==> src/rtl/mem_access_unit.sv <==
// Memory-stage load/store unit: drives a single-outstanding req/gnt/rvalid bus,
// stalls the pipeline while a transaction is in flight and extends load data.
module mem_access_unit #(
    parameter int unsigned WAIT_TIMEOUT = 255
) (
    input  logic        clk,
    input  logic        reset_n,
    input  logic        MemReqM,
    input  logic        MemWriteM,
    input  logic [1:0]  MemSizeM,
    input  logic        MemSignedM,
    input  logic [31:0] ALUResultM,
    input  logic [31:0] WriteDataM,
    output logic        StallM,
    output logic [31:0] ReadDataW,
    output logic        MisalignedM,
    output logic        FaultM,
    output logic        bus_req,
    output logic        bus_we,
    output logic [31:0] bus_addr,
    output logic [3:0]  bus_be,
    output logic [31:0] bus_wdata,
    input  logic        bus_gnt,
    input  logic        bus_rvalid,
    input  logic [31:0] bus_rdata,
    input  logic        bus_err
);
    // Bus handshake: bus_req and its payload are held stable until a cycle with
    // bus_gnt=1; for reads, data is taken only on a later cycle with bus_rvalid=1.
    typedef enum logic [1:0] {IDLE, REQ, WAIT} state_t;

    state_t      state, state_nxt;
    logic [15:0] cnt;
    logic [1:0]  size_q, off_q;
    logic        sgn_q;
    logic [1:0]  off;
    logic        misaligned, start, timeout_hit;
    logic [3:0]  be_d;
    logic [31:0] wdata_d, load_val;
    logic [7:0]  byte_v;
    logic [15:0] half_v;

    assign off         = ALUResultM[1:0];
    assign misaligned  = (MemSizeM == 2'b01 && off[0]) || (MemSizeM[1] && off != 2'b00);
    assign start       = (state == IDLE) && MemReqM && !misaligned;
    assign timeout_hit = (cnt == 16'(WAIT_TIMEOUT - 1));

    always_comb begin
        be_d    = 4'b1111;
        wdata_d = WriteDataM;
        case (MemSizeM)
            2'b00: begin
                be_d    = 4'b0001 << off;
                wdata_d = {4{WriteDataM[7:0]}};
            end
            2'b01: begin
                be_d    = off[1] ? 4'b1100 : 4'b0011;
                wdata_d = {2{WriteDataM[15:0]}};
            end
            default: ;
        endcase
    end

    // Lane selection uses the offset captured at request time, not the live ALU result.
    always_comb begin
        byte_v   = bus_rdata[{off_q, 3'b000} +: 8];
        half_v   = off_q[1] ? bus_rdata[31:16] : bus_rdata[15:0];
        load_val = bus_rdata;
        case (size_q)
            2'b00:   load_val = {{24{sgn_q & byte_v[7]}}, byte_v};
            2'b01:   load_val = {{16{sgn_q & half_v[15]}}, half_v};
            default: ;
        endcase
    end

    always_comb begin
        state_nxt = state;
        StallM    = 1'b0;
        case (state)
            IDLE: begin
                if (start) begin
                    StallM    = 1'b1;
                    state_nxt = REQ;
                end
            end
            REQ: begin
                StallM = !(bus_gnt && bus_we);
                if (bus_gnt) state_nxt = bus_we ? IDLE : WAIT;
            end
            WAIT: begin
                StallM = !(bus_rvalid || timeout_hit);
                if (bus_rvalid || timeout_hit) state_nxt = IDLE;
            end
            default: state_nxt = IDLE;
        endcase
    end

    always_ff @(posedge clk or negedge reset_n) begin
        if (!reset_n) begin
            state       <= IDLE;
            cnt         <= '0;
            size_q      <= '0;
            off_q       <= '0;
            sgn_q       <= 1'b0;
            bus_req     <= 1'b0;
            bus_we      <= 1'b0;
            bus_addr    <= '0;
            bus_be      <= '0;
            bus_wdata   <= '0;
            ReadDataW   <= '0;
            MisalignedM <= 1'b0;
            FaultM      <= 1'b0;
        end else begin
            state       <= state_nxt;
            MisalignedM <= (state == IDLE) && MemReqM && misaligned;
            FaultM      <= 1'b0;

            if (state == WAIT && state_nxt == WAIT) cnt <= cnt + 16'd1;
            else                                    cnt <= '0;

            if (start) begin
                bus_req   <= 1'b1;
                bus_we    <= MemWriteM;
                bus_addr  <= {ALUResultM[31:2], 2'b00};
                bus_be    <= be_d;
                bus_wdata <= wdata_d;
                size_q    <= MemSizeM;
                off_q     <= off;
                sgn_q     <= MemSignedM;
            end

            if (state == REQ && bus_gnt) begin
                bus_req <= 1'b0;
                if (bus_we) FaultM <= bus_err;
            end

            // rvalid takes priority over a timeout landing in the same cycle.
            if (state == WAIT) begin
                if (bus_rvalid) begin
                    ReadDataW <= bus_err ? 32'd0 : load_val;
                    FaultM    <= bus_err;
                end else if (timeout_hit) begin
                    ReadDataW <= '0;
                    FaultM    <= 1'b1;
                end
            end
        end
    end
endmodule

==> config.mk <==
export PLATFORM = sky130hd
export DESIGN_NAME = mem_access_unit
export DESIGN_NICKNAME = d
export VERILOG_FILES = /design/src/rtl/mem_access_unit.sv
export SDC_FILE = /design/constraint.sdc
export NUM_CORES = 1
export LEC_CHECK = 0
export CAP_MARGIN = 20
export CORE_MARGIN = 2
export CORE_UTILIZATION = 50
export CTS_BUF_LIST = sky130_fd_sc_hd__clkbuf_8
export DETAILED_ROUTE_END_ITERATION = 16
export GPL_TIMING_DRIVEN = 1
export HOLD_SLACK_MARGIN = 0.02
export PLACE_DENSITY = 0.89
export SYNTH_ARGS = -nofsm -noshare
export SYNTH_HDL_FRONTEND = slang
export SYNTH_SLANG_ARGS = --single-unit
==> constraint.sdc <==
create_clock -name clk -period 4 [get_ports clk]
set_clock_uncertainty 0.05 [all_clocks]
set_input_delay 0.6 -clock clk [delete_from_list [all_inputs] [get_ports clk]]
set_output_delay 0.6 -clock clk [all_outputs]
set_load 0.02 [all_outputs]
* Yosys cells after proc, flatten, opt, wreduce, memory -nomap -nowiden
Cells that the tools add are included.
** Storage, ports and cells
- Bits in registers :: 125
- Input port bits :: 106
- Output and inout port bits :: 105
- Logic and storage cells :: 67
** Operators by class
- Add/subtract/negate cells :: 1
- Eq/ne operators :: 6
- Shifts and indexed selects :: 2
- Muxes and demuxes :: 23
- Bitwise gates (word level) :: 2
- Reduce and logical (&&, ||, !) cells :: 20
** Operators by type and width (count)
- 32-bit one-hot mux with 2 select lines :: 2
- 32-bit two-way mux :: 3
- 16-bit two-way mux :: 2
- 32-bit by 6-bit indexed part select with 8-bit output :: 1
- 16-bit by 1-bit adder with 16-bit output, second input constant :: 1
- 16-bit by 8-bit equality test with 1-bit output, second input constant :: 1
- 1-bit logical AND :: 8
- 1-bit two-way mux :: 8
- 2-bit two-way mux :: 4
- 4-bit one-hot mux with 2 select lines :: 1
- 2-bit by 1-bit equality test with 1-bit output, second input constant :: 3
- 2-bit logical NOT :: 3
- 2-bit one-hot mux with 3 select lines :: 1
- 2-bit nonzero test :: 3
- 2-bit equality test, second input constant :: 2
- 4-bit two-way mux :: 1
- 1-bit by 2-bit << shifter with 4-bit output, first input constant :: 1
- 1-bit logical NOT :: 3
- 1-bit one-hot mux with 3 select lines :: 1
- 1-bit AND :: 2
- 1-bit logical OR :: 2
- 2-bit AND reduction :: 1

* Longest topological paths before layout
Gate-level depths: netlist (run 1).
- Depth after elaboration :: 10
- Mapped depth :: 8

* Worst setup path before layout (run 1)
No wires, ideal clock.
- Kind :: in2out
- Start point :: input ALUResultM[0]
- End point :: output StallM
- Data arrival time :: 1.849 ns
- Required time :: 3.350 ns
- Slack :: 1.501 ns
- Stages on the path :: 6
- Buffers on the path :: 3
- Cells stage by stage :: clkbuf_1 -> nand2_1 -> nand3_1 -> clkbuf_1 -> clkbuf_1 -> nand3_1
** Between the ends
- Word-level cells in the longest chain between the ends :: 7
** Ends and longest elaborated chain
- start: declaration :: line 12 : input logic [31:0] ALUResultM,
- 2-bit nonzero test :: line 44 : assign misaligned = (MemSizeM == 2'b01 && off[0]) || (MemSizeM[1] && off != 2'b00);
- 1-bit logical AND :: line 44
- 1-bit logical OR * :: line 44
- 1-bit logical NOT * :: line 45 : assign start = (state == IDLE) && MemReqM && !misaligned;
- 1-bit logical AND * :: line 45
- 1-bit two-way mux * :: line 81 : if (start) begin
- 1-bit one-hot mux with 3 select lines * :: line 79 : case (state)
- end: declaration :: line 14 : output logic StallM,
Every way passes the cells marked *; elsewhere a longest branch is shown, timed or not.

* Worst setup path in the final report (run 1)
- Start point :: register cnt[12]
- End point :: output StallM
** Between the ends
- Word-level cells in the longest chain between the ends :: 4
** Ends and longest elaborated chain
- start: declaration :: line 33 : logic [15:0] cnt;
- start signal: assignment :: line 118 : if (state == WAIT && state_nxt == WAIT) cnt <= cnt + 16'd1;
- 16-bit by 8-bit equality test with 1-bit output :: line 46 : assign timeout_hit = (cnt == 16'(WAIT_TIMEOUT - 1));
- 1-bit logical OR :: line 91 : StallM = !(bus_rvalid || timeout_hit);
- 1-bit logical NOT :: line 91
- 1-bit one-hot mux with 3 select lines :: line 79
Every way passes these cells.

==> results of run 1 <==
## where the power goes
group / total [mW] / internal, mW / switching [mW] / leakage, nW
sequential: 2.00 / 1.68 / 0.312 / 1.61
clock: 0.991 / 0.531 / 0.460 / 0.202
combinational: 2.23 / 1.10 / 1.14 / 1.92
total: 5.22 / 3.31 / 1.91 / 3.73
## area by class of cell
| cell class | count | area share |
|---|---|---|
| Timing Repair Buffer | 216 | 0.261 |
| Clock buffer | 21 | 0.0350 |
| Sequential cell | 125 | 0.379 |
| Multi-Input combinational cell | 406 | 0.293 |
| Clock inverter | 8 | 0.00683 |
| Inverter | 8 | 0.00364 |
| Tap cell | 143 | 0.0217 |
## how the worst max path moves through the flow
stage	startpoint	endpoint	slack, ns	cells past startpoint
after detailed placement	MemReqM	StallM	0.81	5
after global routing	cnt[12]	StallM	0.41	6
final	cnt[12]	StallM	0.51	6
after CTS	cnt[12]	StallM	0.46	6
after global placement	MemReqM	StallM	0.84	5
after floorplan	ALUResultM[0]	StallM	1.50	6
## registers in the layout, indices dropped and copies added, names as in the netlist
name	flops
sgn_q	1
state	2
size_q	2
bus_wdata	32
bus_req	1
bus_be	4
FaultM	1
bus_we	1
cnt	16
ReadDataW	32
off_q	2
MisalignedM	1
bus_addr	30
## synth_stat cells (all sizes together), types with 2 or more instances
cell and instances:
nand2 167, dfrtp 125, o21ai 41, nor2 29, clkbuf 25, mux2i 25, a221o 24, a21oi 19
nand3 14, buf 12, xnor2 10, inv 8, and3 7, a211o 6, mux4 6, nor2b 5
nor4 5, nand3b 4, nand4 4, nor3 4, xor2 4, a32oi 3, nand2b 3, a222oi 2
ha 2, mux2 2, nor3b 2, o2bb2ai 2, or4 2
## logic make-up after synthesis
logic type	after synthesis
adder cells (fa/ha/maj)	2
other	1
flip-flops	125
buffers and inverters	45
XOR/XNOR	14
AND/OR/NAND/NOR	253
multiplexers	33
AO/OA/AOI/OAI	102
## metal layers
layer,part of all wire,GRT usage
met1,0.39,0.331
met3,0.084,0.0946
met5,0,0
met2,0.49,0.454
met4,0.033,0.119
## layout by cell type, fill, tap and decap left out, types with 12 or more instances in the layout
master | netlist | layout
mux2i_1 | 25 | 25
dfrtp_1 | 125 | 125
nand2_1 | 167 | 167
nand3_1 | 14 | 13
a21oi_1 | 19 | 19
o21ai_1 | 28 | 28
o21ai_0 | 12 | 12
inv_1 | 8 | 15
nor2_1 | 29 | 29
clkbuf_8 | 0 | 21
a221o_1 | 24 | 24
clkdlybuf4s50_1 | 0 | 207
## metrics by stage
step | cell area (um^2) | setup slack (ns) | hold slack, ns | cells | utilization
global route | 8250 | 0.407 | 0.229 | 927 | 0.729
global placement | 7900 | 0.843 | 0.407 | 898 | 0.698
CTS | 8250 | 0.465 | 0.198 | 927 | 0.729
finish | 8250 | 0.514 | 0.168 | 927 | 0.729
floorplan | 5730 | 1.50 | 0.254 | 576 | -
detailed placement | 7900 | 0.808 | 0.412 | 898 | 0.698
==> results.yml, run 1 <==
outcome:
  status: "finished clean"
placement:
  port_buffers: 208
  gp_congestion: 0.871
  hpwl_um: 11700
synth:
  netlist_area_mm2: 0.00573
  synth_top_flop_cell: "dfrtp_1"
  synth_edf_count: 0
  synth_compound_area_frac: 0.124
  synth-adder-area-share: 0.00437
  ys_seq_area_frac: 0.546
  post-synth-top-area-cell: "dfrtp_1"
  syn_inst: 575
  synthMuxAreaShare: 0.0712
  yosys.area_share.simple: 0.197
  synth_top_family_by_area: "simple AND/OR/NAND/NOR gates"
  yosys_register_bits: 125
  avgSynthCellArea_um2: 9.96
  yosys-top-cells-area: "dfrtp_1, nand2_1, mux2i_1"
  synth-xor-area-share: 0.0214
  netlist-cell-type-count: 50
  yosysWarnings: 0
  netlist.area_leader.share: 0.546
  ys_async_sr_fraction: 1.00
critical_path:
  cp_max_fo: 18
  worst_setup_path_start_kind: "flop"
  timing.rr.end: "bus_be[3]"
  path_class: "flop to output pin"
  endpoint_kind: "output pin"
  r2r_start: "state[0]"
  critical_path.top_delay_family: "simple AND/OR/NAND/NOR gates"
  cp.required_ns: 3.35
  critical-path-slowest-cell: "or4_4"
  ff2ff_path_depth: 4
  r2r_setup_slack_ns: 1.51
  path_buf_inv: 2
  arrival_ns: 2.84
  worstPathCellList: "or4_4 > nor4_4 > nand2b_1 > buf_4 > nand3_1 > clkdlybuf4s50_1"
  slowest_delay_ns: 0.57
detailed_routing:
  wl_per_cell_um: 17.6
  via_count: 5115
  via_per_inst: 5.52
  wl_um: 16300
  final_antenna_net_count: 0
  drc: 0
  drtIter0Drc: 304
  drt-pass1-iter-count: 4
finish:
  multiInputGateArea_mm2: 0.00241
  antennaDiodeCount: 0
  area_growth_pct: 44.0
  drive_above_1_share: 0.0599
  ff_latch_area_mm2: 0.00313
  final_net_count: 882
  fillers: 826
sta:
  slew_viol_final: 0
  tns_ns: 0
  tightest_slew_ns: 1.05
  slew_headroom: 0.300
  fmax_mhz: 287
  hold_viol: 0
  rsz0062_at_grt: "false"
  finalSetupViolCount: 0
  period_minus_slack_ns: 3.49
  fin_crit_sh: 0.872
clock_network:
  cts_setup_buffers: 0
  root_buffer: "clkbuf_8"
  cts_buffer_depth: 2
  clock-sinks: 125
  cts_max_level: 4
  cts_tree: "built"
  clk_pin_slew_ns: 0.06
  cts_made_buffers: 17
  ctsResizeCount: 0
  cts_hold_buf: 0
  clock_latency_ns: 0.44
power:
  powerDensity_mw_per_mm2: 633
  p_total_mw: 5.22
  p_leak_nw: 3.73
  vdd_ir_drop_max_mv: 0.433
floorplanning:
  dieHeight_um: 111
  die-area_mm2: 0.0123
  core_area_mm2: 0.0113
  initial_core_util: 0.506
  io_pins: 211
  die-width_um: 111
  fp-row-count: 39
grt:
  grt_use_total: 0.275
  grt_pass1_vias: 5474
  antenna_found_initial: 0
  overflow: 0
  grt_pass1_wl_um: 27100
  grt_max_degree: 93
hold_path:
  hp-class: "input port to async pin"
flow_run:
  cap_violations: 0
(Power assumes the default switching activity.)
==> inputs of run 2 (changes only) <==
- TNS_END_PERCENT: unset -> 20
==> results of run 2 <==
No change in the layout: final DEF, timing and power equal those of run 1.
==> inputs of run 3 (changes only) <==
- CAP_MARGIN: 20 -> unset
- CTS_CLUSTER_SIZE: unset -> 25
==> results of run 3 <==
No change in the layout: final DEF, timing and power equal those of run 1.
